<file path="config.mk">
export PLATFORM = sky130hd
export DESIGN_NAME = uart_cfg_flat
export DESIGN_NICKNAME = d
export VERILOG_FILES = /design/src/rtl/uart_cfg_if.sv /design/src/rtl/uart_cfg.sv /design/src/flat_wrapper.sv
export SDC_FILE = /design/constraint.sdc
export NUM_CORES = 1
export LEC_CHECK = 0
export BUFFER_PORTS_ARGS = -buffer_cell sky130_fd_sc_hd__buf_4
export CORE_MARGIN = 2
export CORE_UTILIZATION = 50
export DETAILED_ROUTE_END_ITERATION = 6
export HOLD_SLACK_MARGIN = 0.12
export PLACE_DENSITY = 0.78
export SLEW_MARGIN = 20
export SYNTH_ARGS = -nofsm -noshare
export SYNTH_HDL_FRONTEND = slang
export SYNTH_SLANG_ARGS = --single-unit
</file>
<file path="constraint.sdc">
create_clock -name clk -period 9.6 [get_ports clk]
set_clock_uncertainty 0.15 [all_clocks]
set_input_delay 0.96 -clock clk [delete_from_list [all_inputs] [get_ports clk]]
set_output_delay 0.96 -clock clk [all_outputs]
set_load 0.1 [all_outputs]
</file>
<file path="src/rtl/uart_cfg_if.sv">
// AXI-Stream byte ports of the configurable UART: TX word sink and RX word source.
`timescale 1ns/1ps
interface uart_cfg_if #(
  parameter int unsigned DATA_WIDTH = 8
);
  logic [DATA_WIDTH-1:0] input_axis_tdata;
  logic                  input_axis_tvalid;
  logic                  input_axis_tready;
  logic [DATA_WIDTH-1:0] output_axis_tdata;
  logic                  output_axis_tvalid;
  logic                  output_axis_tready;

  // Fabric side: produces TX words, consumes RX words.
  modport master (
    output input_axis_tdata, input_axis_tvalid, output_axis_tready,
    input  input_axis_tready, output_axis_tdata, output_axis_tvalid
  );

  // UART side.
  modport slave (
    input  input_axis_tdata, input_axis_tvalid, output_axis_tready,
    output input_axis_tready, output_axis_tdata, output_axis_tvalid
  );
endinterface

</file>
<file path="src/rtl/uart_cfg.sv">
// Full-duplex UART, generic data width, runtime parity / stop bits, parity error and break detection.
`timescale 1ns/1ps
module uart_cfg #(
  parameter int unsigned DATA_WIDTH = 8,
  parameter int unsigned PS_WIDTH   = 16
) (
  input  logic                clk,
  input  logic                rst,
  uart_cfg_if.slave           axis,
  input  logic                rxd,
  output logic                txd,
  output logic                tx_busy,
  output logic                rx_busy,
  output logic                rx_overrun_error,
  output logic                rx_frame_error,
  output logic                rx_parity_error,
  output logic                rx_break,
  input  logic [PS_WIDTH-1:0] prescale,
  input  logic [1:0]          parity_mode,
  input  logic                stop_bits
);
  localparam int unsigned CW = PS_WIDTH + 3;
  localparam int unsigned BW = $clog2(DATA_WIDTH + 1);
  localparam logic [BW-1:0] LAST_BIT = BW'(DATA_WIDTH - 1);

  typedef enum logic [2:0] {TX_IDLE, TX_START, TX_DATA, TX_PARITY, TX_STOP} tx_state_t;
  typedef enum logic [2:0] {RX_IDLE, RX_START, RX_DATA, RX_PARITY, RX_STOP, RX_WAIT_HIGH} rx_state_t;

  logic [PS_WIDTH-1:0]   ps_eff_c;
  logic [CW-1:0]         bit_time_c, half_time_c;
  logic                  par_en_c, par_odd_c;

  tx_state_t             tx_state;
  logic [CW-1:0]         tx_cnt, tx_bit_time;
  logic [DATA_WIDTH-1:0] tx_sh;
  logic [BW-1:0]         tx_idx;
  logic                  tx_par_en, tx_par_bit, tx_stop2, tx_stop_last, tx_ready;

  rx_state_t             rx_state;
  logic                  rx_s1, rx_s2;
  logic [CW-1:0]         rx_cnt, rx_bit_time;
  logic [DATA_WIDTH-1:0] rx_sh, out_tdata;
  logic [BW-1:0]         rx_idx;
  logic                  rx_par_en, rx_par_odd, rx_par_err, out_tvalid;

  // Current configuration decoded into bit timing and parity controls.
  always_comb begin
    ps_eff_c    = (prescale == '0) ? PS_WIDTH'(1) : prescale;
    bit_time_c  = {ps_eff_c, 3'b000};
    half_time_c = {1'b0, ps_eff_c, 2'b00};
    par_en_c    = (parity_mode == 2'd1) || (parity_mode == 2'd2);
    par_odd_c   = (parity_mode == 2'd2);
  end

  assign axis.input_axis_tready  = tx_ready;
  assign axis.output_axis_tdata  = out_tdata;
  assign axis.output_axis_tvalid = out_tvalid;

  // TX frame sequencer; every bit is held for one full bit time.
  always_ff @(posedge clk) begin
    if (rst) begin
      tx_state     <= TX_IDLE;
      txd          <= 1'b1;
      tx_ready     <= 1'b0;
      tx_busy      <= 1'b0;
      tx_cnt       <= '0;
      tx_bit_time  <= '0;
      tx_sh        <= '0;
      tx_idx       <= '0;
      tx_par_en    <= 1'b0;
      tx_par_bit   <= 1'b0;
      tx_stop2     <= 1'b0;
      tx_stop_last <= 1'b0;
    end else begin
      case (tx_state)
        TX_IDLE: begin
          txd <= 1'b1;
          if (tx_ready && axis.input_axis_tvalid) begin
            tx_ready    <= 1'b0;
            tx_busy     <= 1'b1;
            txd         <= 1'b0;
            tx_sh       <= axis.input_axis_tdata;
            tx_bit_time <= bit_time_c;
            tx_cnt      <= bit_time_c - CW'(1);
            tx_par_en   <= par_en_c;
            tx_par_bit  <= (^axis.input_axis_tdata) ^ par_odd_c;
            tx_stop2    <= stop_bits;
            tx_state    <= TX_START;
          end else begin
            tx_ready <= 1'b1;
          end
        end
        default: begin
          if (tx_cnt != '0) begin
            tx_cnt <= tx_cnt - CW'(1);
          end else begin
            tx_cnt <= tx_bit_time - CW'(1);
            case (tx_state)
              TX_START: begin
                txd      <= tx_sh[0];
                tx_sh    <= tx_sh >> 1;
                tx_idx   <= '0;
                tx_state <= TX_DATA;
              end
              TX_DATA: begin
                if (tx_idx == LAST_BIT) begin
                  tx_stop_last <= ~tx_stop2;
                  if (tx_par_en) begin
                    txd      <= tx_par_bit;
                    tx_state <= TX_PARITY;
                  end else begin
                    txd      <= 1'b1;
                    tx_state <= TX_STOP;
                  end
                end else begin
                  txd    <= tx_sh[0];
                  tx_sh  <= tx_sh >> 1;
                  tx_idx <= tx_idx + BW'(1);
                end
              end
              TX_PARITY: begin
                txd      <= 1'b1;
                tx_state <= TX_STOP;
              end
              TX_STOP: begin
                if (tx_stop_last) begin
                  tx_state <= TX_IDLE;
                  tx_busy  <= 1'b0;
                  tx_ready <= 1'b1;
                end else begin
                  tx_stop_last <= 1'b1;
                end
              end
              default: tx_state <= TX_IDLE;
            endcase
          end
        end
      endcase
    end
  end

  // RX synchroniser, mid-bit sampler, error classification and output word register.
  always_ff @(posedge clk) begin
    if (rst) begin
      rx_s1            <= 1'b1;
      rx_s2            <= 1'b1;
      rx_state         <= RX_IDLE;
      rx_busy          <= 1'b0;
      rx_cnt           <= '0;
      rx_bit_time      <= '0;
      rx_sh            <= '0;
      rx_idx           <= '0;
      rx_par_en        <= 1'b0;
      rx_par_odd       <= 1'b0;
      rx_par_err       <= 1'b0;
      out_tdata        <= '0;
      out_tvalid       <= 1'b0;
      rx_overrun_error <= 1'b0;
      rx_frame_error   <= 1'b0;
      rx_parity_error  <= 1'b0;
      rx_break         <= 1'b0;
    end else begin
      rx_s1            <= rxd;
      rx_s2            <= rx_s1;
      rx_overrun_error <= 1'b0;
      rx_frame_error   <= 1'b0;
      rx_parity_error  <= 1'b0;
      rx_break         <= 1'b0;
      if (out_tvalid && axis.output_axis_tready) out_tvalid <= 1'b0;
      case (rx_state)
        RX_IDLE: begin
          if (!rx_s2) begin
            rx_state    <= RX_START;
            rx_busy     <= 1'b1;
            rx_bit_time <= bit_time_c;
            rx_cnt      <= half_time_c - CW'(1);
            rx_par_en   <= par_en_c;
            rx_par_odd  <= par_odd_c;
          end
        end
        RX_WAIT_HIGH: begin
          if (rx_s2) begin
            rx_state <= RX_IDLE;
            rx_busy  <= 1'b0;
          end
        end
        default: begin
          if (rx_cnt != '0) begin
            rx_cnt <= rx_cnt - CW'(1);
          end else begin
            rx_cnt <= rx_bit_time - CW'(1);
            case (rx_state)
              RX_START: begin
                if (rx_s2) begin
                  rx_state <= RX_IDLE;
                  rx_busy  <= 1'b0;
                end else begin
                  rx_idx     <= '0;
                  rx_par_err <= 1'b0;
                  rx_state   <= RX_DATA;
                end
              end
              RX_DATA: begin
                rx_sh <= {rx_s2, rx_sh[DATA_WIDTH-1:1]};
                if (rx_idx == LAST_BIT) rx_state <= rx_par_en ? RX_PARITY : RX_STOP;
                else                    rx_idx   <= rx_idx + BW'(1);
              end
              RX_PARITY: begin
                rx_par_err <= rx_s2 != ((^rx_sh) ^ rx_par_odd);
                rx_state   <= RX_STOP;
              end
              RX_STOP: begin
                if (rx_s2) begin
                  rx_state <= RX_IDLE;
                  rx_busy  <= 1'b0;
                  if (rx_par_err) begin
                    rx_parity_error <= 1'b1;
                  end else if (out_tvalid && !axis.output_axis_tready) begin
                    rx_overrun_error <= 1'b1;
                  end else begin
                    out_tdata  <= rx_sh;
                    out_tvalid <= 1'b1;
                  end
                end else begin
                  // Line low at the stop bit: hold off until it returns high.
                  rx_state <= RX_WAIT_HIGH;
                  if (rx_sh == '0) begin
                    rx_break <= 1'b1;
                  end else begin
                    rx_frame_error  <= 1'b1;
                    rx_parity_error <= rx_par_err;
                  end
                end
              end
              default: rx_state <= RX_IDLE;
            endcase
          end
        end
      endcase
    end
  end
endmodule

</file>
<file path="src/flat_wrapper.sv">
// flat-port wrapper written by rule: the top's interface ports become plain ports
module uart_cfg_flat 
#(
  parameter int unsigned DATA_WIDTH = 8,
  parameter int unsigned PS_WIDTH   = 16
)
  (clk, rst, rxd, txd, tx_busy, rx_busy, rx_overrun_error, rx_frame_error, rx_parity_error, rx_break, prescale, parity_mode, stop_bits, axis_input_axis_tdata, axis_input_axis_tvalid, axis_output_axis_tready, axis_input_axis_tready, axis_output_axis_tdata, axis_output_axis_tvalid);
  uart_cfg_if #(.DATA_WIDTH(DATA_WIDTH)) axis_i ();
  input  logic clk;
  input  logic rst;
  input  logic rxd;
  output logic txd;
  output logic tx_busy;
  output logic rx_busy;
  output logic rx_overrun_error;
  output logic rx_frame_error;
  output logic rx_parity_error;
  output logic rx_break;
  input  logic [PS_WIDTH-1:0] prescale;
  input  logic [1:0] parity_mode;
  input  logic stop_bits;
  input wire logic [$bits(axis_i.input_axis_tdata)-1:0] axis_input_axis_tdata;
  input wire logic [$bits(axis_i.input_axis_tvalid)-1:0] axis_input_axis_tvalid;
  input wire logic [$bits(axis_i.output_axis_tready)-1:0] axis_output_axis_tready;
  output wire logic [$bits(axis_i.input_axis_tready)-1:0] axis_input_axis_tready;
  output wire logic [$bits(axis_i.output_axis_tdata)-1:0] axis_output_axis_tdata;
  output wire logic [$bits(axis_i.output_axis_tvalid)-1:0] axis_output_axis_tvalid;
  assign axis_i.input_axis_tdata = axis_input_axis_tdata;
  assign axis_i.input_axis_tvalid = axis_input_axis_tvalid;
  assign axis_i.output_axis_tready = axis_output_axis_tready;
  assign axis_input_axis_tready = axis_i.input_axis_tready;
  assign axis_output_axis_tdata = axis_i.output_axis_tdata;
  assign axis_output_axis_tvalid = axis_i.output_axis_tvalid;
  uart_cfg #(.DATA_WIDTH(DATA_WIDTH), .PS_WIDTH(PS_WIDTH)) u_core (.clk(clk), .rst(rst), .axis(axis_i), .rxd(rxd), .txd(txd), .tx_busy(tx_busy), .rx_busy(rx_busy), .rx_overrun_error(rx_overrun_error), .rx_frame_error(rx_frame_error), .rx_parity_error(rx_parity_error), .rx_break(rx_break), .prescale(prescale), .parity_mode(parity_mode), .stop_bits(stop_bits));
endmodule
</file>
=== Word level (Yosys, flattened, before mapping) ===
Cells that the tools add are included.

* Register bits after elaboration: 126
* Latch bits: 0
* Memory bits (writable): 0
* Bits in read-only memories: 0
* Bits of input ports: 32
* Output and inout port bits: 17
* Logic and storage cells: 189
* Memories kept: 0

* $add $sub $neg: 8
* Multipliers: 0
* Divide/modulo/power cells: 0
* $lt $le $gt $ge: 0
* Equality and inequality tests: 27
* Shifts and indexed selects: 0
* Muxes and demuxes: 70
* Bitwise gates (word level): 12
* Reductions and logical operators: 43

{| class="wikitable"
|+ Operator list
! cell !! count
|-
| 19-bit 2-to-1 mux || 5
|-
| 19-bit by 1-bit subtractor with 19-bit output (second input constant) || 5
|-
| 19-bit case mux with 2 select lines || 1
|-
| 19-bit nonzero test || 2
|-
| 3-bit 2-to-1 mux || 12
|-
| 1-bit 2-to-1 mux || 33
|-
| 8-bit 2-to-1 mux || 4
|-
| 4-bit AND reduction || 7
|-
| 3-bit case mux with 4 select lines || 2
|-
| 18-bit by 1-bit subtractor with 19-bit output (second input constant) || 1
|-
| 16-bit zero test || 1
|-
| 16-bit 2-to-1 mux || 1
|-
| 4-bit case mux with 2 select lines || 2
|-
| 8-bit case mux with 2 select lines || 1
|-
| 8-bit parity || 2
|-
| 3-bit by 2-bit == test with 1-bit output (second input constant) || 4
|-
| 4-bit 2-to-1 mux || 3
|-
| 2-bit nonzero test || 6
|-
| 2-bit inequality test (second input constant) || 5
|-
| 1-bit NOT || 10
|-
| 3-bit == test (second input constant) || 3
|-
| 3-bit AND reduction || 3
|-
| 4-bit by 1-bit adder with 4-bit output (second input constant) || 2
|-
| 4-bit by 3-bit == test with 1-bit output (second input constant) || 2
|-
| 28 further kinds || 43
|}

=== Longest topological paths before layout ===
Gate-level depths: netlist (run 1).

* Word-level depth: 8
* Gate-level depth with buffers: 13
* Depth with buffers taken out: 11

=== Worst setup path before layout (run 1) ===
No wires, ideal clock.

* Kind: in2reg
* Start point: in prescale[2]
* End point: reg u_core.rx_cnt[12]
* Library setup time: 122 ps
* Arrival: 3422 ps
* Required time: 9328 ps
* Path slack: 5906 ps
* Cell stages on the path: 13
* Path buffers: 2
* Cells stage by stage: clkbuf_1 or4_1 clkbuf_1 nor3_1 and3_1 nor2_1 ha_1 or4b_2 nor2_1 nand2_1 xnor2_1 a21oi_1 a21oi_1

* Word-level cells in the longest chain between the ends: 5

{| class="wikitable"
|+ Ends and longest elaborated chain
! item !! line !! RTL
|-
| from (decl) || flat_wrapper.sv:19 || <nowiki>input logic [PS_WIDTH-1:0] prescale;</nowiki>
|-
| 16-bit zero test || uart_cfg.sv:48 || <nowiki>ps_eff_c = (prescale == '0) ? PS_WIDTH'(1) : prescale;</nowiki>
|-
| 16-bit 2-to-1 mux (*) || uart_cfg.sv:48 ||
|-
| 18-bit by 1-bit subtractor with 19-bit output (*) || uart_cfg.sv:176 || <nowiki>rx_cnt <= half_time_c - CW'(1);</nowiki>
|-
| 19-bit 2-to-1 mux (*) || uart_cfg.sv:172 || <nowiki>if (!rx_s2) begin</nowiki>
|-
| 19-bit case mux with 2 select lines (*) || uart_cfg.sv:170 || <nowiki>case (rx_state)</nowiki>
|-
| to (signal assigned) || uart_cfg.sv:176 ||
|-
| to (signal assigned) || uart_cfg.sv:189 || <nowiki>rx_cnt <= rx_cnt - CW'(1);</nowiki>
|-
| to (signal assigned) || uart_cfg.sv:191 || <nowiki>rx_cnt <= rx_bit_time - CW'(1);</nowiki>
|-
| to (decl) || uart_cfg.sv:41 || <nowiki>logic [CW-1:0] rx_cnt, rx_bit_time;</nowiki>
|}

Every way passes the cells marked *; elsewhere a longest branch is shown, timed or not. The select of a mux whose other input is x is not followed.
A chain may end at the register's enable or synchronous reset.

=== Worst setup path after layout (run 1) ===
* Start point: in prescale[1]
* End point: reg u_core.tx_cnt[15]

* Word-level cells in the longest chain between the ends: 5

{| class="wikitable"
|+ Ends and longest elaborated chain
! item !! line !! RTL
|-
| 16-bit zero test || uart_cfg.sv:48 ||
|-
| 16-bit 2-to-1 mux (*) || uart_cfg.sv:48 ||
|-
| 19-bit by 1-bit subtractor with 19-bit output (*) || uart_cfg.sv:84 || <nowiki>tx_cnt <= bit_time_c - CW'(1);</nowiki>
|-
| 19-bit 2-to-1 mux (*) || uart_cfg.sv:78 || <nowiki>if (tx_ready && axis.input_axis_tvalid) begin</nowiki>
|-
| 19-bit 2-to-1 mux (*) || uart_cfg.sv:75 || <nowiki>case (tx_state)</nowiki>
|-
| to (signal assigned) || uart_cfg.sv:84 ||
|-
| to (signal assigned) || uart_cfg.sv:95 || <nowiki>tx_cnt <= tx_cnt - CW'(1);</nowiki>
|-
| to (signal assigned) || uart_cfg.sv:97 || <nowiki>tx_cnt <= tx_bit_time - CW'(1);</nowiki>
|-
| to (decl) || uart_cfg.sv:34 || <nowiki>logic [CW-1:0] tx_cnt, tx_bit_time;</nowiki>
|}

Marked as above.

==> results of run 1 <==
[path summary, 6_finish.rpt]
check | slack, ns | depth (start not counted) | end
worst max-delay path | 6.05 | 12 | u_core.tx_cnt[15]
worst min-delay path | 0.26 | 1 | u_core.rx_s2
worst max register to register | 6.07 | 9 | u_core.rx_state[0]
worst min register to register | 0.26 | 1 | u_core.rx_s2
[critical path, delay by kind of cell]
kind,cells,cell delay (ns)
simple gates,7,1.83
buf+inv,1,0.13
compound gates,2,0.34
xor+xnor,1,0.19
fa+ha+maj,1,0.25
[logic make-up (layout without fill, tap and decap cells)]
group	Yosys count	in the layout	synth area share
xor gates and xnor gates	65	65	0.0799
DFF	126	126	0.354
adders and majority gates	12	12	0.0211
and+or+nand+nor	378	378	0.257
muxes	13	13	0.0183
buffers and inverters	87	111	0.0469
AOI/OAI and AO/OA	249	249	0.223
[metrics by stage]
step / instance area (um^2) / instances / setup slack [ns] / hold WS (ns) / power [W]
after floorplan: 7120 / 930 / 5.91 / 0.239 / 0.00142
after global placement: 7520 / 1102 / 5.68 / 0.248 / 0.00160
after detailed placement: 7520 / 1102 / 5.65 / 0.248 / 0.00161
after CTS: 8150 / 1134 / 6.10 / 0.266 / 0.00231
after global routing: 8150 / 1134 / 5.83 / 0.282 / 0.00245
final: 8150 / 1134 / 6.05 / 0.258 / 0.00233
[cell type report]
class / count / area (um^2)
Clock inverter: 11 / 189
Sequential cell: 126 / 2520
Inverter: 25 / 93.8
Multi-Input combinational cell: 717 / 4280
Clock buffer: 21 / 440
Fill cell: 1293 / 5730
Tap cell: 180 / 225
Timing Repair Buffer: 54 / 405
[sequential cells by signal, indices dropped and copies added, names as in the netlist, 3 cells and up]
| register | flops |
|---|---|
| u_core.rx_cnt | 19 |
| u_core.tx_state | 3 |
| u_core.tx_idx | 4 |
| u_core.axis.output_axis_tdata | 8 |
| u_core.tx_cnt | 19 |
| u_core.rx_bit_time | 16 |
| u_core.tx_sh | 8 |
| u_core.rx_idx | 4 |
| u_core.rx_sh | 8 |
| u_core.tx_bit_time | 16 |
| u_core.rx_state | 3 |
[report_power, final]
part	switching [W]	internal, W	total (W)
Clock	0.000237	0.000459	0.000696
Combinational	0.000591	0.000339	0.000930
Sequential	0.0000976	0.000607	0.000705
Total	0.000925	0.00141	0.00233
[per-layer routing]
| layer | part of all wire | vias up | GRT usage |
|---|---|---|---|
| met4 | 0.016 | 0 | 0.0938 |
| met5 | 0 | - | 0 |
| li1 | - | 3369 | - |
| met1 | 0.46 | 3276 | 0.362 |
| met2 | 0.46 | 255 | 0.413 |
| met3 | 0.062 | 31 | 0.0540 |
[synthesized netlist by cell type (4+ instances only)]
master,count,area share
sky130_fd_sc_hd__dfxtp_1,126,0.35
sky130_fd_sc_hd__mux2i_1,13,0.018
sky130_fd_sc_hd__and2_1,4,0.0035
sky130_fd_sc_hd__nor4_1,20,0.018
sky130_fd_sc_hd__nand2_1,120,0.063
sky130_fd_sc_hd__nand3b_1,4,0.0042
sky130_fd_sc_hd__buf_2,6,0.0042
sky130_fd_sc_hd__or3_1,12,0.011
sky130_fd_sc_hd__ha_1,12,0.021
sky130_fd_sc_hd__a211oi_1,12,0.013
sky130_fd_sc_hd__xnor2_1,34,0.042
sky130_fd_sc_hd__clkbuf_1,55,0.029
sky130_fd_sc_hd__a21oi_1,94,0.066
sky130_fd_sc_hd__o211ai_1,11,0.012
sky130_fd_sc_hd__inv_1,24,0.013
sky130_fd_sc_hd__nor3_1,33,0.023
sky130_fd_sc_hd__o22a_1,7,0.0086
sky130_fd_sc_hd__o21a_1,5,0.0053
sky130_fd_sc_hd__o21ai_0,49,0.034
sky130_fd_sc_hd__o221a_2,8,0.013
sky130_fd_sc_hd__nor2_1,95,0.050
sky130_fd_sc_hd__or2_2,4,0.0035
sky130_fd_sc_hd__xor2_1,31,0.038
sky130_fd_sc_hd__and3_1,6,0.0053
sky130_fd_sc_hd__or4_1,12,0.013
sky130_fd_sc_hd__nand2b_1,13,0.011
sky130_fd_sc_hd__nand3_1,27,0.019
sky130_fd_sc_hd__o22ai_1,9,0.0079
sky130_fd_sc_hd__nand4_1,8,0.0070
sky130_fd_sc_hd__a31oi_1,13,0.011
sky130_fd_sc_hd__a311oi_1,6,0.0074
sky130_fd_sc_hd__o31ai_1,8,0.0084
==> results by stage, run 1 <==
Status:
- The flow ran to the end, and the final reports show no timing, DRC or antenna violations.

Timing:
- Setup repair after global routing left no endpoint under its margin.
- For the pin with the worst max-slew slack, the measured transition is 1.02 ns.
- The relative max-transition margin is 0.318.
- The final number of max-transition violations was 0.
- Counting I/O delays and the setup requirement, the final critical path takes approximately 3.6 ns.
- Static timing analysis puts the maximum clock frequency at about 280 MHz.
- Setup violations remaining at the end of the flow were counted as 0.
- The number of endpoints with negative hold slack in the final report is 0.
- The final clock period utilization by the worst path is 0.370.
- For the final routed database, the setup TNS stands at 0 ns.

Setup path:
- By instance count, the cell type seen most on the critical path is sky130_fd_sc_hd__nor2_1.
- The most critical setup path has its startpoint at prescale[1].
- The sort of element at the end of the critical path is a register.
- On the worst path, the slowest cell contributes a delay of between 0.6 and 0.7 ns.
- The worst register-to-register path begins at u_core.rx_cnt[0].
- The maximum fanout along the worst path is 7.
- The type of the worst setup path is in -> reg.
- STA classifies the critical path startpoint as an input port.
- The arrival time of data at the critical path endpoint is approximately 3.7 ns.
- The worst-path cell with the longest stage delay is sky130_fd_sc_hd__or4_1.
- The worst path required time is around 10 ns.
- The signal on the critical path passes through buf_4, or4_1, nor3_1, and3_1, nor2_1, ha_1, nor4b_1, nand3_1, xor2_1, nor2_1, a211oi_1, a2111oi_2.

Clock network:
- The H-tree depth reported by CTS is 4.
- Counting every sink on the clock net gives between 100 and 150.
- Post-CTS repair changed the size of 0 cells.
- After clock tree synthesis, the flow added hold-fix buffers numbering 0.
- TritonCTS built the clock tree.
- Clock latency on the worst-skew pair, taken at its later pin, is between 0.4 and 0.5 ns.
- The buffer levels on the longest clock path is 2.
- Buffers inserted during clock tree synthesis total 17.
- After clock tree synthesis, the clock-pin slew on the worst setup and hold paths is roughly 0.060 ns.
- The number of post-CTS setup repair buffers is 0.
- The tree is rooted in a sky130_fd_sc_hd__clkbuf_16.

Global routing:
- The first-pass GRT wire length is between 30000 and 40000 um.
- Entering global routing, the biggest net connects 68 pins.
- The via count of the first global-routing pass was between 6000 and 7000.
- The number of antenna violations at the first check in global routing is 0.
- Across every metal layer, demand over resource in global routing totals 0.265.
- The remaining global-route overflow is 0.

Logic synthesis:
- The average size of a mapped cell is approximately 7.7 um^2.
- Of all flip-flops after synthesis, the portion carrying an async set or reset was 0.
- The number of warnings reported in the yosys synthesis log is 0.
- Synthesis inferred 126 register bits.
- For this run, the register share of the synthesized area comes to 0.354.
- The cell area after synthesis is between 7000 and 8000 um^2.
- The number of instances in the synthesized netlist is 930.
- The number of enable-type register cells in the synthesized netlist is 0.
- The number of nets in the synthesized netlist is 974.
- The count of cell types in the netlist is between 60 and 70.
- The top flip-flop cell by instance count after synthesis is sky130_fd_sc_hd__dfxtp_1.

Drt:
- The overall routed net length is between 15000 and 20000 um.
- The number of iterations in the first detailed-routing pass is 6.
- The residual DRC count is 0.
- The routed layout has roughly 6900 vias.
- The first routing iteration left 799 violations.
- Once detail routing completed, the nets flagged for antenna violations numbered 0.
- In the routed layout, each cell is associated on average with a via count of 6.11.
- After detailed routing, the average wire length per cell comes to between 15 and 20 um.

Place:
- Input and output buffers added on the ports amount to 48.
- The estimated wirelength of the detail-placed design is between 10000 and 15000 um.
- Routability-driven placement finished with a final weighted congestion of 0.958.

Power and ir drop:
- IR analysis of the VDD net gives a maximum drop of around 0.16 mV.
- The power density normalized to cell area is ~290 nW/um^2.
- For this design the static power due to leakage is between 3 and 4 nW.

Floorplan:
- The die covers around 15000 um^2.
- The placement row count is 43.
- The core region is around 14000 um^2.
- The floorplan step set the die width to about 120 um.
- The initial standard-cell utilization of the core is 0.513.
- The number of I/O pins is between 40 and 50.
- The vertical die dimension is approximately 120 um.

Layout:
- From synthesis to final layout, the design area changed by 14.5%.
- The post-layout net count is around 990.
- The fraction of final layout cells with drive strength greater than 1 is 0.114.
- The antenna diode count is 0.
- In the layout the commonest cells are 126 x sky130_fd_sc_hd__dfxtp_1, 120 x sky130_fd_sc_hd__nand2_1, 95 x sky130_fd_sc_hd__nor2_1.
- Leaving out fill and tap cells, the most frequent cell in the layout is sky130_fd_sc_hd__dfxtp_1.
- Measured on the finished design, the core utilization comes to 0.587.

Hold path:
- In this run the most critical hold path is launched from u_core.rx_s1.
- The path class of the lowest-slack min-delay path is reg -> reg.

Job:
- The reported max-cap violation count is 0.
Power figures use the tool's default switching activity.
==> run 2, diff against run 1 <==
PLACE_DENSITY = 0.81   (was 0.78)
clock period = 3.2 ns   (was 9.6 ns; I/O delays follow)
==> results by stage, run 2 (synthesis results as in run 1) <==
Global routing:
- In the global route stage, overall resource usage came out at 0.268.
- The maximum number of pins on one net before global-route repair is between 50 and 60.
- Global routing finished with a remaining overflow of 0.
- The number of antenna violations at the first check in global routing is 0.
- The first-pass GRT wire length is roughly 32000 um.
- The via count of the first global-routing pass is about 6400.

Floorplan:
- The die covers 15200 um^2.
- The initial standard-cell utilization of the core is 0.513.
- The vertical die dimension is 123 um.
- The placement row count is 43.
- Measured along the x axis, the die boundary spans between 100 and 150 um.
- The number of I/O pins is 49.
- The total area inside the core boundary comes to roughly 14000 um^2.

Clock network:
- Post-CTS timing repair inserted 0 buffers for setup.
- The H-tree depth reported by CTS is 4.
- The number of clock sinks is around 130.
- The number of clock buffers added by TritonCTS is 17.
- The clock passes through at most 2 buffers.
- The clock slew seen by the registers of the worst setup and hold paths is approximately 0.060 ns.
- TritonCTS built the clock tree.
- The clock latency at the later pin of the worst-skew pair is approximately 0.42 ns.
- Clock tree synthesis selected as its root buffer the cell sky130_fd_sc_hd__clkbuf_16.

Drt:
- The overall routed net length is 19900 um.
- The total via count after detailed routing is 7191.
- Dividing the detail-routed wire length by the instance count gives ~17 um.
- The residual DRC count is 0.
- The starting DRC count in detailed routing is just over 800.
- Once detail routing completed, the nets flagged for antenna violations numbered 0.
- The number of vias per cell is 6.14.
- The number of iterations in the first detailed-routing pass is 5.

Power and ir drop:
- The share of total power dissipated in the clock network is 0.288.
- The total internal power is about 0.0042 W.
- The part of the total power dissipated in sequential elements is 0.301.
- The total power after layout is 0.00704 W.
- For this design the total switching power over the nets is between 0.002 and 0.003 W.
- IR analysis of the VDD net gives a maximum drop of between 0.5 and 0.6 mV.
- Of the total power, the share spent switching nets is 0.405.
- In this run the static leakage power is about 3.2 nW.
- Power spread over the standard cell area amounts to just over 800 nW/um^2.
- The combinational power share is 0.411.

Place:
- The post-placement cell count is 1119.
- The final estimated routing congestion in global placement is roughly 0.93.
- Timing analysis after detailed placement gives a worst setup slack of ~0.25 ns.
- The estimated wirelength of the detail-placed design is 13300 um.
- During placement, the flow inserted port buffers numbering 48.

Timing:
- Summed over all failing endpoints, the final setup total negative slack is 0 ns.
- At the pin with the least slew margin, the transition time is roughly 0.83 ns.
- The final number of max-transition violations came to 0.
- The number of endpoints with negative hold slack in the final report came to 0.
- Setup violations remaining at the end of the flow were counted as 0.
- The final worst slack is 0.123 ns.
- Derived from the worst setup path, the maximum achievable clock frequency is between 300 and 400 MHz.
- The final clock period utilization by the worst path is 0.962.
- Subtracting the final worst setup slack from the clock period gives about 3.1 ns.
- Setup repair after global routing left no endpoint under its margin.
- The relative max-transition margin is 0.448.

Layout:
- The finished layout holds 1171 standard cells, fillers aside.
- The library cell used most frequently in the layout, excluding fill and tap cells, is sky130_fd_sc_hd__dfxtp_1.
- The area growth from synthesis to layout is 19.0%.
- Once layout is complete, the utilization of the core stands at 0.611.
- The post-layout net count is ~1000.
- The repair_antennas step left the layout with diodes totalling 0.
- In the final layout, the registers with the most flip-flops are u_core.rx_cnt x19, u_core.tx_cnt x19.
- The fraction of final layout cells with drive strength greater than 1 is 0.132.
- The library cells used most frequently in the layout, excluding fill and tap cells, are 126 x sky130_fd_sc_hd__dfxtp_1, 120 x sky130_fd_sc_hd__nand2_1, 94 x sky130_fd_sc_hd__nor2_1, 94 x sky130_fd_sc_hd__a21oi_1, 71 x sky130_fd_sc_hd__buf_4.

Setup path:
- The worst setup path is launched from an input port.
- The type of the worst setup path is in -> reg.
- The sort of element at the end of the critical path is a register.
- The worst path required time is 3.36 ns.
- The maximum fanout along the worst path is 5.
- The worst register-to-register path has a depth of 8.
- The arrival time of data at the critical path endpoint is 3.24 ns.

Job:
- The reported max-cap violation count is 0.

Hold path:
- The worst hold path belongs to the class in -> reg.
- Along the worst hold path, the cell count comes to 3.

Status:
- The run finished with clean final reports.
==> run 2: changes by cell type in the layout (fill, tap and decap cells not counted), moves of 2 or more <==
| cell | delta |
|---|---|
| sky130_fd_sc_hd__dlygate4sd3_1 | +20 |
| sky130_fd_sc_hd__buf_4 | +17 |
| sky130_fd_sc_hd__clkbuf_1 | -4 |
| sky130_fd_sc_hd__clkbuf_8 | +3 |
| sky130_fd_sc_hd__clkinv_4 | +3 |
| sky130_fd_sc_hd__bufinv_16 | -2 |
==> run 2: metrics by stage <==
stage	cell area [um^2]	hold slack, ns
floorplan	7120	0.239
global placement	7650	0.254
detailed placement	7650	0.250
CTS	8470	0.140
global route	8480	0.140
finish	8480	0.133
==> run 2: cell type report <==
class,instances,area [um^2]
Fill cell,1202,5400
Tap cell,180,225
Clock inverter,12,159
Sequential cell,126,2520
Timing Repair Buffer,91,733
Multi-Input combinational cell,717,4280
Inverter,25,93.8
Clock buffer,20,467
==> run 2: worst paths after layout <==
kind,start,endpoint,slack [ns]
min reg2reg,u_core.rx_s1,u_core.rx_s2,0.27
min,prescale[0],u_core.tx_bit_time[3],0.13
max,prescale[1],u_core.tx_cnt[15],0.12
max reg2reg,u_core.tx_cnt[0],u_core.tx_idx[3],0.28
==> run 2: power groups by stage <==
stage / clock network (W) / logic [W] / registers [W]
after floorplan: 0 / 0.00211 / 0.00214
after global placement: 0 / 0.00271 / 0.00212
after detailed placement: 0 / 0.00275 / 0.00213
after CTS: 0.00204 / 0.00281 / 0.00210
after global routing: 0.00211 / 0.00315 / 0.00215
final: 0.00203 / 0.00289 / 0.00212
==> run 2: timing repair <==
item,in CTS,in global routing
resized for setup,0,2
setup endpoints to repair,0,5
hold endpoints to repair,37,0
hold buffers,20,0
==> run 2: critical path, cell delays in order <==
cell and delay (ns):
sky130_fd_sc_hd__dlygate4sd3_1 0.54, sky130_fd_sc_hd__buf_4 0.15, sky130_fd_sc_hd__or4_1 0.53, sky130_fd_sc_hd__nor3_1 0.24
sky130_fd_sc_hd__and3_1 0.23, sky130_fd_sc_hd__nor2_2 0.07, sky130_fd_sc_hd__ha_1 0.24, sky130_fd_sc_hd__nor4b_1 0.18
sky130_fd_sc_hd__nand3_1 0.10, sky130_fd_sc_hd__xor2_1 0.09, sky130_fd_sc_hd__nor2_1 0.14, sky130_fd_sc_hd__a211oi_2 0.06
sky130_fd_sc_hd__a2111oi_2 0.35
==> run 2: layer usage <==
layer,wire [um],up-vias,global-route usage
met3,1620,41,0.0646
met2,9230,341,0.428
met5,0,-,0
met4,388,0,0.0852
li1,-,3451,-
met1,8680,3358,0.357
==> run 3, diff against run 2 <==
REMOVE_ABC_BUFFERS = 1   (was not set)
==> results by stage, run 3 (synthesis results as in run 1) <==
Place:
- Summed over all nets, the half-perimeter wirelength after detailed placement is ~14000 um.
- The post-detailed-placement cell area is ~7700 um^2.
- The count of port buffers added during placement is 48.
- Prior to clock tree synthesis, the placed netlist has a worst setup slack of roughly 0.27 ns.
- The final estimated routing congestion in global placement is 0.966.

Timing:
- For the finished layout, the period the worst path requires is 3.10 ns.
- The post-route worst hold slack is ~0.14 ns.
- The number of endpoints with negative hold slack in the final report came to 0.
- Dividing the final minimum period by the clock period gives 0.967.
- For the pin with the worst max-slew slack, the measured transition is 0.808 ns.
- Setup repair after global routing could not meet its margin everywhere.
- The fmax is ~320 MHz.
- The final worst slack is around 0.10 ns.
- The final number of max-transition violations is 0.
- The setup-violating endpoint count in the final report is 0.
- Measured against its own limit, the worst slew margin works out to 0.459.

Job:
- The reported max-cap violation count is 0.

Drt:
- The first routing iteration left just over 800 violations.
- The residual DRC count is 0.
- After detailed routing, the average wire length per cell comes to ~17 um.
- The total via count after detailed routing is between 7000 and 8000.
- The number of nets with antenna violations after routing is 0.
- The overall routed net length is approximately 20000 um.
- The pre-antenna-repair detailed-routing pass consisted of 6 iterations.
- The number of vias per cell is roughly 6.

Setup path:
- The maximum fanout along the worst path is 5.
- On the worst path, the slowest cell contributes a delay of 0.54 ns.
- STA classifies the critical path endpoint as a register.
- The worst path required time is around 3.4 ns.
- The arrival time of data at the critical path endpoint is roughly 3.3 ns.
- STA classifies the critical path startpoint as an input port.
- The worst setup path is of the in -> reg kind.
- The largest individual stage delay along the critical path comes from the cell sky130_fd_sc_hd__or4_1.
- The critical path goes through dlygate4sd3_1, buf_4, or4_1, nor3_1, and3_1, nor2_2, ha_1, nor4b_1, nand3_1, xor2_1, nor2_1, a211oi_2, a2111oi_2.

Layout:
- The commonest non-fill, non-tap cell in the layout is sky130_fd_sc_hd__dfxtp_1.
- The post-route cell area is between 8000 and 9000 um^2.
- Compared with the post-synthesis result, the final layout area differs by 20.0%.
- Of the cells placed in the final design, the portion with a size suffix greater than 1 is 0.134.
- In the layout the commonest cells are 126 x sky130_fd_sc_hd__dfxtp_1, 120 x sky130_fd_sc_hd__nand2_1, 94 x sky130_fd_sc_hd__a21oi_1.
- The antenna diode count is 0.
- The utilization after layout is 0.616.
- In the final layout, the registers with the most flip-flops are u_core.rx_cnt x19, u_core.tx_cnt x19.
- The post-layout net count is slightly above 1000.

Clock network:
- The clock reaches the later pin of the worst-skew pair after between 0.4 and 0.5 ns.
- The H-tree was split into 4 levels.
- The number of post-CTS setup repair buffers is 0.
- The number of clock sinks is 126.
- In this run the deepest clock path goes through 2 buffers.
- Counting the buffers created by CTS gives 17.
- TritonCTS built the clock tree.
- Clock tree synthesis selected as its root buffer the cell sky130_fd_sc_hd__clkbuf_16.
- The clock slew seen by the registers of the worst setup and hold paths is roughly 0.06 ns.

Global routing:
- The via count of the first global-routing pass is 6426.
- The maximum number of pins on one net before global-route repair is between 50 and 60.
- The number of antenna violations at the first check in global routing came to 0.
- The first global-routing pass estimated 31900 um of wire.
- The remaining global-route overflow is 0.
- In the global route stage, overall resource usage came out at 0.268.

Power and ir drop:
- The total power after layout is 0.00717 W.
- For this design the ratio of total power to cell area is ~840 nW/um^2.
- The maximum vdd ir drop is around 0.47 mV.
- The reported leakage power is about 3.2 nW.

Floorplan:
- The number of I/O pins is 49.
- The area of the die is approximately 15000 um^2.
- The die boundary width is roughly 120 um.
- The initial standard-cell utilization of the core is 0.513.
- The vertical die dimension is ~120 um.
- The initialized floorplan defines 43 standard-cell rows.
- The floorplan step defined a core boundary enclosing about 14000 um^2.

Status:
- The flow ran to the end, and the final reports show no timing, DRC or antenna violations.

Hold path:
- The path class of the lowest-slack min-delay path is in -> reg.
[run 3: critical path: cells and delay by family]
family	cells	cell delay, ns
AO/OA/AOI/OAI	2	0.43
adder cells (fa/ha/maj)	1	0.24
AND/OR/NAND/NOR	7	1.50
XOR/XNOR	1	0.09
buffers and inverters	2	0.69
[run 3: where the power goes]
group	total (W)	switching (W)	leakage [nW]	internal, W
Combinational	0.00286	0.00179	1.87	0.00107
Sequential	0.00212	0.000299	1.03	0.00182
Clock	0.00218	0.000712	0.316	0.00147
Total	0.00717	0.00280	3.21	0.00437
[run 3: worst paths after layout]
path	start	to	slack, ns	cells past startpoint
setup / recovery	prescale[1]	u_core.tx_cnt[15]	0.10	13
hold / removal	axis_input_axis_tdata[3]	u_core.tx_sh[3]	0.14	3
setup reg to reg	u_core.tx_cnt[0]	u_core.tx_idx[1]	0.31	8
hold reg to reg	u_core.rx_s1	u_core.rx_s2	0.26	1
[run 3: repair_timing]
item                                   in CTS  in global routing
hold buffers                               19                  1
endpoints found under the hold margin      35                  1
setup endpoints to repair                   0                  7
gates resized for setup                     0                  4
[run 3: cell type report]
cell class,instances,area [um^2]
timing repair buffer,94,756
multi-input combinational,717,4290
fill,1225,5340
clock inverter,11,214
tap,180,225
sequential,126,2520
clock buffer,20,447
inverter,25,93.8
[run 3: metal layers]
layer | GRT usage | vias to the layer above | wire (um)
met1 | 0.356 | 3269 | 8700
met3 | 0.0618 | 45 | 1740
li1 | - | 3448 | -
met4 | 0.0966 | 0 | 437
met2 | 0.424 | 350 | 9210
met5 | 0 | - | 0
[run 3: per-stage QoR]
step	setup TNS (ns)	cells
2_1_floorplan	-8.16	868
3_3_place_gp	0	1122
3_5_place_dp	0	1122
4_1_cts	0	1172
5_1_grt	-0.0158	1173
6_report	0	1173
